## src/rtl/fuzzy_host_seq.sv

```systemverilog
// fuzzy_host_seq: host-side sequencer that loads operands, sweeps Fuzzy_1 rules via Sclk_int edges and returns the defuzzified result.
// Define FUZZY_SEQ_TIMEOUT_EN to add a WAIT-state timeout that sets err and ends the request.
module fuzzy_host_seq #(
  parameter int W         = 8,
  parameter int LOAD_CYC  = 2,
  parameter int N_CLK_INT = 2,
  parameter int CAP_DLY   = 2,
  parameter int TIMEOUT   = 1023
) (
  input  logic         clk_0,
  input  logic         Srst,
  input  logic         start,
  input  logic [W-1:0] in_a,
  input  logic [W-1:0] in_b,
  output logic         busy,
  output logic         done,
  output logic [W-1:0] result,
  output logic         err,
  output logic [W-1:0] Entrada_01,
  output logic [W-1:0] Entrada_02,
  output logic         EN_REGRAS,
  input  logic         Sclk_int,
  input  logic [W-1:0] saida_defuzzy
);
  typedef enum logic [2:0] {S_IDLE, S_LOAD, S_ENABLE, S_WAIT, S_CAPTURE, S_DONE} state_t;
  localparam int CM = LOAD_CYC > CAP_DLY ? LOAD_CYC : CAP_DLY;
  localparam int CW = $clog2(CM + 1);
  localparam int EW = $clog2(N_CLK_INT + 1);
  state_t        state;
  logic [CW-1:0] cnt;
  logic [EW-1:0] ecnt;
  logic          prev;
  logic          sclk_rise;
  logic          last_edge;
  assign sclk_rise = Sclk_int & ~prev;
  assign last_edge = sclk_rise && (ecnt == EW'(N_CLK_INT - 1));
  assign busy      = state != S_IDLE;
`ifdef FUZZY_SEQ_TIMEOUT_EN
  localparam int TW = $clog2(TIMEOUT + 1);
  logic [TW-1:0] timer;
  logic          err_q;
  logic          expire;
  assign expire = timer == TW'(TIMEOUT - 1);
  assign err    = err_q;
  // a final edge arriving on the expiry cycle takes priority over the timeout
  always_ff @(posedge clk_0)
    if (!Srst) begin
      timer <= '0;
      err_q <= 1'b0;
    end else begin
      timer <= state == S_ENABLE ? '0 : state == S_WAIT ? timer + 1'b1 : timer;
      err_q <= (state == S_IDLE && start) ? 1'b0 :
               (state == S_WAIT && !last_edge && expire) ? 1'b1 : err_q;
    end
`else
  assign err = 1'b0;
`endif
  always_ff @(posedge clk_0)
    if (!Srst) begin
      state      <= S_IDLE;
      done       <= 1'b0;
      result     <= '0;
      EN_REGRAS  <= 1'b0;
      Entrada_01 <= '0;
      Entrada_02 <= '0;
      prev       <= 1'b0;
      cnt        <= '0;
      ecnt       <= '0;
    end else begin
      prev <= Sclk_int;
      done <= 1'b0;
      case (state)
        S_IDLE:
          if (start) begin
            Entrada_01 <= in_a;
            Entrada_02 <= in_b;
            cnt        <= '0;
            state      <= S_LOAD;
          end
        S_LOAD: begin
          cnt <= cnt + 1'b1;
          if (cnt == CW'(LOAD_CYC - 1)) state <= S_ENABLE;
        end
        S_ENABLE: begin
          EN_REGRAS <= 1'b1;
          ecnt      <= '0;
          state     <= S_WAIT;
        end
        S_WAIT:
          if (last_edge) begin
            ecnt  <= ecnt + 1'b1;
            cnt   <= '0;
            state <= S_CAPTURE;
          end else begin
            if (sclk_rise) ecnt <= ecnt + 1'b1;
`ifdef FUZZY_SEQ_TIMEOUT_EN
            if (expire) begin
              EN_REGRAS <= 1'b0;
              done      <= 1'b1;
              state     <= S_DONE;
            end
`endif
          end
        S_CAPTURE: begin
          cnt <= cnt + 1'b1;
          if (cnt == CW'(CAP_DLY - 1)) begin
            result    <= saida_defuzzy;
            EN_REGRAS <= 1'b0;
            done      <= 1'b1;
            state     <= S_DONE;
          end
        end
        S_DONE:  state <= S_IDLE;
        default: state <= S_IDLE;
      endcase
    end
endmodule

```

## config.mk

```make
export PLATFORM = sky130hd
export DESIGN_NAME = fuzzy_host_seq
export DESIGN_NICKNAME = d
export VERILOG_FILES = /design/src/rtl/fuzzy_host_seq.sv
export SDC_FILE = /design/constraint.sdc
export NUM_CORES = 1
export LEC_CHECK = 0
export ABC_CLOCK_PERIOD_IN_PS = 1900
export BUFFER_PORTS_ARGS = -buffer_cell sky130_fd_sc_hd__buf_2
export CAP_MARGIN = 20
export CELL_PAD_IN_SITES_DETAIL_PLACEMENT = 0
export CELL_PAD_IN_SITES_GLOBAL_PLACEMENT = 2
export CORE_MARGIN = 2
export CORE_UTILIZATION = 29
export CTS_CLUSTER_SIZE = 12
export DETAILED_ROUTE_END_ITERATION = 7
export HOLD_SLACK_MARGIN = 0.15
export PLACE_DENSITY = 0.83
export SETUP_SLACK_MARGIN = 0.1
export SLEW_MARGIN = 20
export SYNTH_ARGS = -nofsm -noshare
export SYNTH_HDL_FRONTEND = slang
export SYNTH_SLANG_ARGS = --single-unit
```

## constraint.sdc

```tcl
create_clock -name clk_0 -period 1.9 [get_ports clk_0]
set_input_delay 0.38 -clock clk_0 [delete_from_list [all_inputs] [get_ports clk_0]]
set_output_delay 0.38 -clock clk_0 [all_outputs]
set_load 0.005 [all_outputs]
```

Word-level counts from Yosys, hierarchy flattened
Cells that the tools add are included.
W data, S select, Z words.
- register bits: 34
- latch bits: 0
- output and inout bits: 28
- bits of input ports: 28
- memories: 0
- word-level logic and storage cells: 52
- memory bits (writable): 0
- memory bits (read-only): 0
- reductions and logical operators: 14
- mux-type cells: 14
- div/mod/pow operators: 0
- bitwise logic cells: 2
- shift-type cells: 0
- equal/unequal tests: 11
- order comparisons: 0
- add/sub/neg operators: 2
- multipliers: 0
- operators by type and width (cell ; count):
    $pmux W3 S5 ; 1
    $mux W3 ; 4
    $reduce_and A2 Y1 ; 5
    $mux W2 ; 4
    $ne A2 B2 Y1 const B ; 4
    $eq A3 B2 Y1 const B ; 2
    $pmux W2 S3 ; 1
    $reduce_bool A3 Y1 ; 2
    $add A2 B1 Y2 const B ; 2
    $eq A2 B1 Y1 const B ; 2
    $pmux W2 S2 ; 1
    $reduce_and A4 Y1 ; 1
    $reduce_bool A2 Y1 ; 2
    $eq A3 B1 Y1 const B ; 1
    $eq A3 B3 Y1 const B ; 1
    $logic_not A3 Y1 ; 1
    $ne A3 B3 Y1 const B ; 1
    $reduce_and A3 Y1 ; 1
    $mux W1 ; 2
    $pmux W1 S2 ; 1
    $reduce_or A2 Y1 ; 1
    $and A1 B1 Y1 ; 1
    $logic_and A1 B1 Y1 ; 1
    $not A1 Y1 ; 1

Depth between registers and ports, before layout
Gate-level depths: netlist (run 1).
- depth after elaboration: 5
- mapped depth: 7
- gate-level depth less buffers: 6

Least setup slack after synthesis (run 1)
OpenSTA, ideal clock, no wires.
- path type: register to register
- start: register cnt[0]
- end: register result[0]
- setup time: 0.116 ns
- stages on the path, launching flop included: 7
- required time: 1.784 ns
- arrival: 1.155 ns
- path buffers: 1
- setup slack: 0.629 ns
- period minus slack after synthesis: 1.271 ns
- cell sequence: dfxtp_1 -> ha_1 -> nand2b_1 -> nor3b_1 -> buf_4 -> mux2i_1 -> nor2b_1
- cells in the longest elaborated chain, start to end: 2
- ends and longest elaborated chain (what ; RTL line ; source):
    from (decl) ; 30 ; logic [CW-1:0] cnt;
    from (signal assigned) ; 81 ; cnt <= cnt + 1'b1;
    from (signal assigned) ; 105 ; cnt <= cnt + 1'b1;
    $eq A2 B1 Y1 ; 106 ; if (cnt == CW'(CAP_DLY - 1)) begin
    $reduce_and A2 Y1 (no source line) ; -- ;
    to (signal assigned) ; 107 ; result <= saida_defuzzy;
    to (decl) ; 17 ; output logic [W-1:0] result,
No other way between the ends.
A chain may end at the register's enable or synchronous reset.

Final worst setup path (run 1)
- start: register state[0]
- end: output busy
- cells in the longest elaborated chain, start to end: 1
- ends and longest elaborated chain (what ; RTL line ; source):
    from (decl) ; 29 ; state_t state;
    from (signal assigned) ; 60 ; state <= S_IDLE;
    from (signal assigned) ; 78 ; state <= S_LOAD;
    from (signal assigned) ; 82 ; if (cnt == CW'(LOAD_CYC - 1)) state <= S_ENABLE;
    $reduce_bool A3 Y1 ; 37 ; assign busy = state != S_IDLE;
    to (decl) ; 15 ; output logic busy,
No other way between the ends.

==> results of run 1 <==
registers in the layout (all words and copies together), names as in the netlist:
name and flops:
Entrada_01 8, Entrada_02 8, result 8, state 3
cnt 2, ecnt 2, EN_REGRAS 1, done 1
prev 1
placed cells by master (no fill, tap or decap), types with 2 or more instances in the layout:
cell | Yosys | layout
a21oi_1 | 4 | 4
nor2b_1 | 10 | 10
buf_2 | 2 | 54
inv_1 | 3 | 3
dfxtp_1 | 34 | 34
o21ai_0 | 3 | 3
a21boi_0 | 6 | 6
nor2_1 | 4 | 4
ha_1 | 2 | 2
bufinv_16 | 0 | 2
a22oi_1 | 2 | 2
clkbuf_8 | 0 | 5
mux2i_1 | 10 | 10
nand2b_1 | 3 | 3
buf_4 | 4 | 4
nand2_1 | 36 | 36
nand3b_1 | 2 | 2
and2_1 | 5 | 5
a21boi_1 | 10 | 10
kinds of logic after synthesis:
logic type / count (synthesis) / share of synthesized area [%]
AO/OA/AOI/OAI: 29 / 14.2
XOR/XNOR: 1 / 0.604
adder cells (fa/ha/maj): 2 / 1.72
buffers and inverters: 14 / 5.86
flip-flops: 34 / 46.9
multiplexers: 10 / 6.90
other: 1 / 0.258
AND/OR/NAND/NOR: 68 / 23.5
power groups by stage:
stage / Combinational [W] / Sequential (W) / Clock (W)
4_1_cts: 0.000182 / 0.000773 / 0.000817
2_1_floorplan: 0.000118 / 0.000780 / 0
3_5_place_dp: 0.000182 / 0.000789 / 0
5_1_grt: 0.000205 / 0.000777 / 0.000846
6_report: 0.000179 / 0.000772 / 0.000795
3_3_place_gp: 0.000182 / 0.000789 / 0
worst reg2reg max path, stage by stage, from the launching register on:
cell and delay [ns]:
dfxtp_1 0.44, nor3_2 0.29, and2_1 0.16, buf_4 0.21, nand2_1 0.07, a21boi_0 0.18
final cells by class:
class,count,area share (%)
sequential,34,35.7
timing repair buffer,58,15.8
clock buffer,5,3.61
multi-input combinational,111,36.3
clock inverter,3,3.61
tap,67,4.40
inverter,3,0.591
path summary, 6_finish.rpt:
path | from | endpoint | slack [ns]
worst max register to register | state[0] | Entrada_01[7] | 0.46
worst max-delay path | state[0] | busy | 0.32
worst min-delay path | in_a[6] | Entrada_01[6] | 0.33
worst min register to register | Entrada_01[1] | Entrada_01[1] | 0.45
metal layers:
layer	global-route usage, %	vias up	share of wire (%)
li1	-	631	-
met1	14.2	543	46
met2	19.0	33	45
met3	2.95	5	6.5
met4	6.55	0	1.8
met5	0	-	0
cell usage after synthesis (all sizes together):
master and number:
a21boi 16, a21oi 4, a221oi 1, a22oi 2, and2 5, and2b 1
and3b 1, buf 8, clkbuf 3, conb 1, dfxtp 34, ha 2
inv 3, mux2i 10, nand2 37, nand2b 3, nand3b 2, nor2 4
nor2b 10, nor3 2, nor3b 2, nor4 1, o211a 1, o21ai 4
o22ai 1, xnor2 1
through the flow:
stage | hold slack (ns) | std cells | utilization [%] | setup slack [ns]
detailed placement | 0.446 | 273 | 36.9 | 0.460
global placement | 0.439 | 273 | 36.9 | 0.469
floorplan | 0.428 | 159 | - | 0.629
global route | 0.328 | 281 | 39.8 | 0.264
finish | 0.327 | 281 | 39.8 | 0.323
CTS | 0.314 | 281 | 39.8 | 0.319
==> impl_results.md, run 1 <==
- Slew @ Worst Pin: 0.512 ns
- Slowest CP cell: dfxtp_1
- CP required: 1.52 ns
- Initial drt markers: 29
- Initial cell density of the core: 30.3%
- Tot GR Track Use: 11.7%
- P_leak: 0.830 nW
- Clock root cell: clkbuf_8
- Hold buffer count at CTS: 0
- PwrDens: 917 mW/mm^2
- Cell Area, Synth: 0.00145 sq mm
- Clock Power Share: 45.5%
- Syn avg cell area: 9.13 sq um
- Hold Crit Depth: 3
- Routed wire per std cell: 10.8 um
- CORE AREA: 0.00479 sq mm
- RePlAce Congestion: 0.710
- Die ar.: 0.00559 sq mm
- Cells after Synth: 159
- Seq/Total Area, Yosys: 46.9%
- Area Growth Syn to Fin: 31.2%
- Vias: 1,212
- Number of max-cap violations: 0
- Final Cell Area: 0.00190 sq mm
- Overall Power: 0.00175 W
- IO buf count: 54
- Post-synth top area share: 46.9%
- Setup crit end kind: output port
- Row cnt: 25
- Post-synthesis cell type count: 32
- Buf/Inv on CP: 2
- Dpl cell area: 0.00177 sq mm
- Inserted Clock Buffers: 5
- Reg clk slew, reported paths: 0.07 ns
- Reg area: 681 sq um
- Clock Sink Count: 34
- Synth top area cells: dfxtp_1 (47%), nand2_1 (9.3%), mux2i_1 (6.9%)
- Final wirelength: 3030 um
- Fin. Hold Viols: 0
- Finish-stage setup viols: 0
- RSZ-0062 raised after global routing: no
- Crit path cell chain: nor3_2 > inv_1 > buf_2
- Vias in the first global route: 1,134
- Worst Clk Skew: 0.00295 ns
- Register bit total from synthesis: 34
- Synth warn: 0
- Share of cells above drive strength 1: 33.6%
- Psw: 0.000386 W
- Post-route ant nets: 0
- CP delay by family, top: flip-flops
- Max-slew violation count: 0
- Pre-Repair DR Iteration Count: 4
- CP arrival: 1.20 ns
- Final Cycle Share: 83.0%
- Status: completed
- Worst VDD drop: 0.420 mV
- DRC viols: 0
- Period minus WS final: 1.58 ns
- Relative slew slack: 65.8%
- Worst path depth: 3
- Comb pwr share: 10.2%
- Largest net degree at the start of global routing: 36
- Startpoint Class: register
- H-tree levels: 2
- Overflow after GRT: 0
- Post-cts repair resize count: 0
- # nets final: 243
- R2R cell count: 5
- Max frequency: 634 MHz
- CTS tree: done
- DR vias/cell: 4.31
- Crit-path max cell delay: 0.44 ns
- ANT cells: 0
- # IOs: 56
- Die height: 74.7 um
- Switching share of power: 22.1%
- Internal power: 0.00136 W
- Post-CTS Setup Bufs: 0
- Crit Path Class: reg2out
- Die Wd: 74.7 um
- Post-Route Setup TNS: 0 ns
- Initial antenna violation count: 0
- Multi-input gate area: 691 sq um
- Area leader, netlist: dfxtp_1
- Syn nets: 189
- Later-pin clock latency in the skew report: 0.28 ns
- Type of the tightest min-delay check: in2reg
- First-pass GRT wire length: 4930 um
- Worst Path Max Fanout: 12
- Dpl hpwl: 2190 um
- Clk buf depth: 2
- Fillers: 511
- Seq pwr share: 44.2%
Power figures use the tool's default switching activity.
==> run 2: changes to the inputs <==
- ABC_AREA: not set -> 1
- ABC_CLOCK_PERIOD_IN_PS: 1900 -> 1510
- CORE_UTILIZATION: 29 -> 26
- PLACE_DENSITY: 0.83 -> 0.79
- clock period: 1.9 -> 1.51 ns (I/O delays scaled with it)
==> impl_results.md, run 2 <==
- Initial cell density of the core: 26.9% (was 30.3%)
- Commonest non-fill, non-tap cell in the layout: buf_2 (unchanged)
- Worst VDD drop: 0.553 mV (was 0.420 mV)
- Routed wire per std cell: 10.2 um (was 10.8 um)
- Dpl cell area: 0.00179 sq mm (was 0.00177 sq mm)
- EDFF count, synth: 0 (unchanged)
- Pre-Repair DR Iteration Count: 4 (unchanged)
- # nets final: 284 (was 243)
- CP delay by family, top: flip-flops (unchanged)
- Setup crit end kind: output port (unchanged)
- Later-pin clock latency in the skew report: 0.28 ns (about the same)
- Post-Route Setup TNS: 0 ns (unchanged)
- Hold Crit Depth: 3 (unchanged)
- PwrDens: 1720 mW/mm^2 (was 917 mW/mm^2)
- Crit path cell chain: nor2_8 > inv_4 > nor2_8 > inv_2 > buf_6 (was nor3_2 > inv_1 > buf_2)
- Area leader, netlist: dfxtp_1 (unchanged)
- Post-route ant nets: 0 (unchanged)
- Largest net degree at the start of global routing: 20 (was 36)
- R2R cell count: 7 (was 5)
- Comb pwr share: 38.1% (was 10.2%)
- Crit Path Class: reg2out (unchanged)
- Finished Core Util: 35.3% (was 39.8%)
- Finish-stage setup viols: 0 (unchanged)
- Seq pwr share: 36.3% (was 44.2%)
- IO buf count: 54 (unchanged)
- Switching share of power: 35.0% (was 22.1%)
- Reg clk slew, reported paths: 0.07 ns (about the same)
- Final Cell Area: 0.00194 sq mm (was 0.00190 sq mm)
- Pre-CTS WS: 0.191 ns (was 0.460 ns)
- Startpoint Class: register (unchanged)
- Top_reg_cell synth: dfxtp_1 (unchanged)
- Hold buffer count at CTS: 0 (unchanged)
- Final Cycle Share: 90.6%
- H-tree levels: 2 (unchanged)
- CTS tree: done (unchanged)
- Worst Clk Skew: 0.00314 ns (was 0.00295 ns)
- Crit-path max cell delay: 0.38 ns (was 0.44 ns)
- Period minus WS final: 1.37 ns
- Placed insts: 315 (was 273)
- Most frequent cells in the layout: buf_2 (53), nand2_1 (35), dfxtp_1 (32), a21oi_1 (29), nand3_1 (26) (was buf_2 (54), nand2_1 (36), dfxtp_1 (34))
- Clock Sink Count: 34 (unchanged)
- Die ar.: 0.00633 sq mm (was 0.00559 sq mm)
- Syn avg cell area: 7.57 sq um (was 9.13 sq um)
- Reg-to-Reg End: Entrada_02[7] (was Entrada_01[7])
- Row cnt: 27 (was 25)
- Status: completed (unchanged)
- Multi-input gate area: 613 sq um (was 691 sq um)
- RePlAce Congestion: 0.713 (was 0.710)
- Register bit total from synthesis: 34 (unchanged)
- Fillers: 602 (was 511)
- CP required: 1.21 ns (was 1.52 ns)
- Worst Path Max Fanout: 7 (was 12)
- Final wirelength: 3320 um (was 3030 um)
- Dpl hpwl: 2390 um (was 2190 um)
- RSZ-0062 raised after global routing: yes (was no)
- Clock Power Share: 25.5% (was 45.5%)
- Vias: 1,388 (was 1,212)
- Initial drt markers: 33 (was 29)
- First-pass GRT wire length: 5400 um (was 4930 um)
- ANT cells: 0 (unchanged)
- Cells after Synth: 196 (was 159)
- Top Registers: Entrada_01 (8), Entrada_02 (8), result (8) (unchanged)
- Overflow after GRT: 0 (unchanged)
- Cell Area, Synth: 0.00148 sq mm (was 0.00145 sq mm)
- Die height: 79.5 um (was 74.7 um)
- DR vias/cell: 4.26 (was 4.31)
- # IOs: 56 (unchanged)
- Crit-path most repeated cell: nor2_8
- Tot GR Track Use: 10.9% (was 11.7%)
- Buf/Inv on CP: 3 (was 2)
- Post-synthesis cell type count: 17 (was 32)
- Most frequent cell after synthesis: nand2_1 (unchanged)
- R2R Setup Slk: 0.23 ns (was 0.46 ns)
- Post-synth top area share: 45.9% (was 46.9%)
- Initial antenna violation count: 0 (unchanged)
- Synth warn: 0 (unchanged)
- Slowest CP cell: dfxtp_4 (was dfxtp_1)
- Most frequent cells after synthesis: nand2_1 (35), dfxtp_1 (34), a21oi_1 (29) (was nand2_1 (36), dfxtp_1 (34), a21boi_1 (10), mux2i_1 (10), nor2b_1 (10))
- Type of the tightest min-delay check: in2reg (unchanged)
- Final setup margin: 0.142 ns (was 0.323 ns)
- Seq/Total Area, Yosys: 45.9% (was 46.9%)
- Area Growth Syn to Fin: 31.0% (was 31.2%)
- FF-to-FF Start: state[0] (unchanged)
- Internal power: 0.00217 W (was 0.00136 W)
- Clock root cell: clkbuf_8 (unchanged)
- Synth top area cells: dfxtp_1 (46%), a21oi_1 (9.8%), nand2_1 (8.9%) (was dfxtp_1 (47%), nand2_1 (9.3%), mux2i_1 (6.9%))
- Cell Count, Final, Fillers Out: 326 (was 281)
- Vias in the first global route: 1,208 (was 1,134)
- CP arrival: 1.07 ns (was 1.20 ns)
- Die Wd: 79.5 um (was 74.7 um)
- Max-slew violation count: 0 (unchanged)
- Share of cells above drive strength 1: 30.3% (was 33.6%)
- Number of max-cap violations: 0 (unchanged)
- Syn nets: 226 (was 189)
- Clk buf depth: 2 (unchanged)
- Post-synth ARST share: 0% (unchanged)
- DRC viols: 0 (unchanged)
- Worst Hold End: prev (was Entrada_01[6])
- Fin. Hold Viols: 0 (unchanged)
- Reg area: 688 sq um (was 681 sq um)
- CORE AREA: 0.00551 sq mm (was 0.00479 sq mm)
- Inserted Clock Buffers: 5 (unchanged)
- Psw: 0.00117 W (was 0.000386 W)
- Hold Crit Start: Sclk_int (was in_a[6])
- Max frequency: 731 MHz
- P_leak: 0.929 nW (was 0.830 nW)
-- run 2: cell types whose count changed after synthesis, moves of 5 or more --
cell and change:
nand3_1 +26, a21boi_1 -10, nor2_1 +13, and2_1 -5, inv_1 +21, a21oi_1 +25, nor2b_1 -10, mux2i_1 -10
o21ai_0 +8, a21boi_0 -6
-- run 2: timing repair --
item | 4_1_cts | 5_1_grt
endpoints found under the setup margin | 1 | 1
setup buffers | 3 | 1
resized for setup | 5 | 2
pin swaps | 2 | 2
-- run 2: logic make-up (layout without fill, tap and decap cells) --
kind of cell / after synthesis / in the layout / synth area share [%]
and+or+nand+nor: 81 / 81 / 25.4
AOI/OAI and AO/OA: 41 / 41 / 14.0
buffers and inverters: 37 / 95 / 12.8
DFF: 34 / 34 / 45.9
adders and majority gates: 2 / 2 / 1.69
other: 1 / 1 / 0.253
-- run 2: cell type report --
| cell class | count | share of cell area, % |
|---|---|---|
| Multi-Input combinational cell | 125 | 31.5 |
| Clock buffer | 6 | 4.25 |
| Tap cell | 72 | 4.63 |
| Sequential cell | 34 | 35.4 |
| Clock inverter | 1 | 1.54 |
| Timing Repair Buffer | 63 | 17.7 |
| Inverter | 25 | 4.95 |
-- run 2: power by group through the flow --
stage,sequential (W),clock [W],combinational [W]
floorplan,0.00118,0,0.000969
global placement,0.00123,0,0.00117
detailed placement,0.00123,0,0.00115
CTS,0.00122,0.000891,0.00124
global route,0.00123,0.000920,0.00147
finish,0.00121,0.000853,0.00127
-- run 2: how the worst max path moves through the flow --
stage / startpoint / to / depth (start not counted) / slack [ns]
detailed placement: state[0] / Entrada_02[4] / 6 / 0.19
global route: state[0] / busy / 5 / 0.09
CTS: state[1] / busy / 5 / 0.11
global placement: state[1] / busy / 5 / 0.21
floorplan: state[0] / busy / 6 / 0.29
finish: state[0] / busy / 5 / 0.14
-- run 2: worst reg2reg max path, delay by kind of cell (launching register included) --
family | cells | cell delay, ns
AOI/OAI and AO/OA | 1 | 0.15
buffers and inverters | 3 | 0.39
and+or+nand+nor | 3 | 0.29
DFF | 1 | 0.38
-- run 2: through the flow --
stage	power [W]	hold WS, ns
floorplan	0.00214	0.395
global placement	0.00240	0.432
detailed placement	0.00238	0.434
CTS	0.00335	0.226
global route	0.00363	0.238
finish	0.00334	0.232
-- run 2: layer usage --
metal / part of all wire, % / global-route usage, % / vias to the layer above
met5: 0 / 0 / -
met4: 1.6 / 4.14 / 0
met3: 7.7 / 3.51 / 5
met2: 43 / 17.6 / 51
met1: 48 / 13.4 / 595
li1: - / - / 737
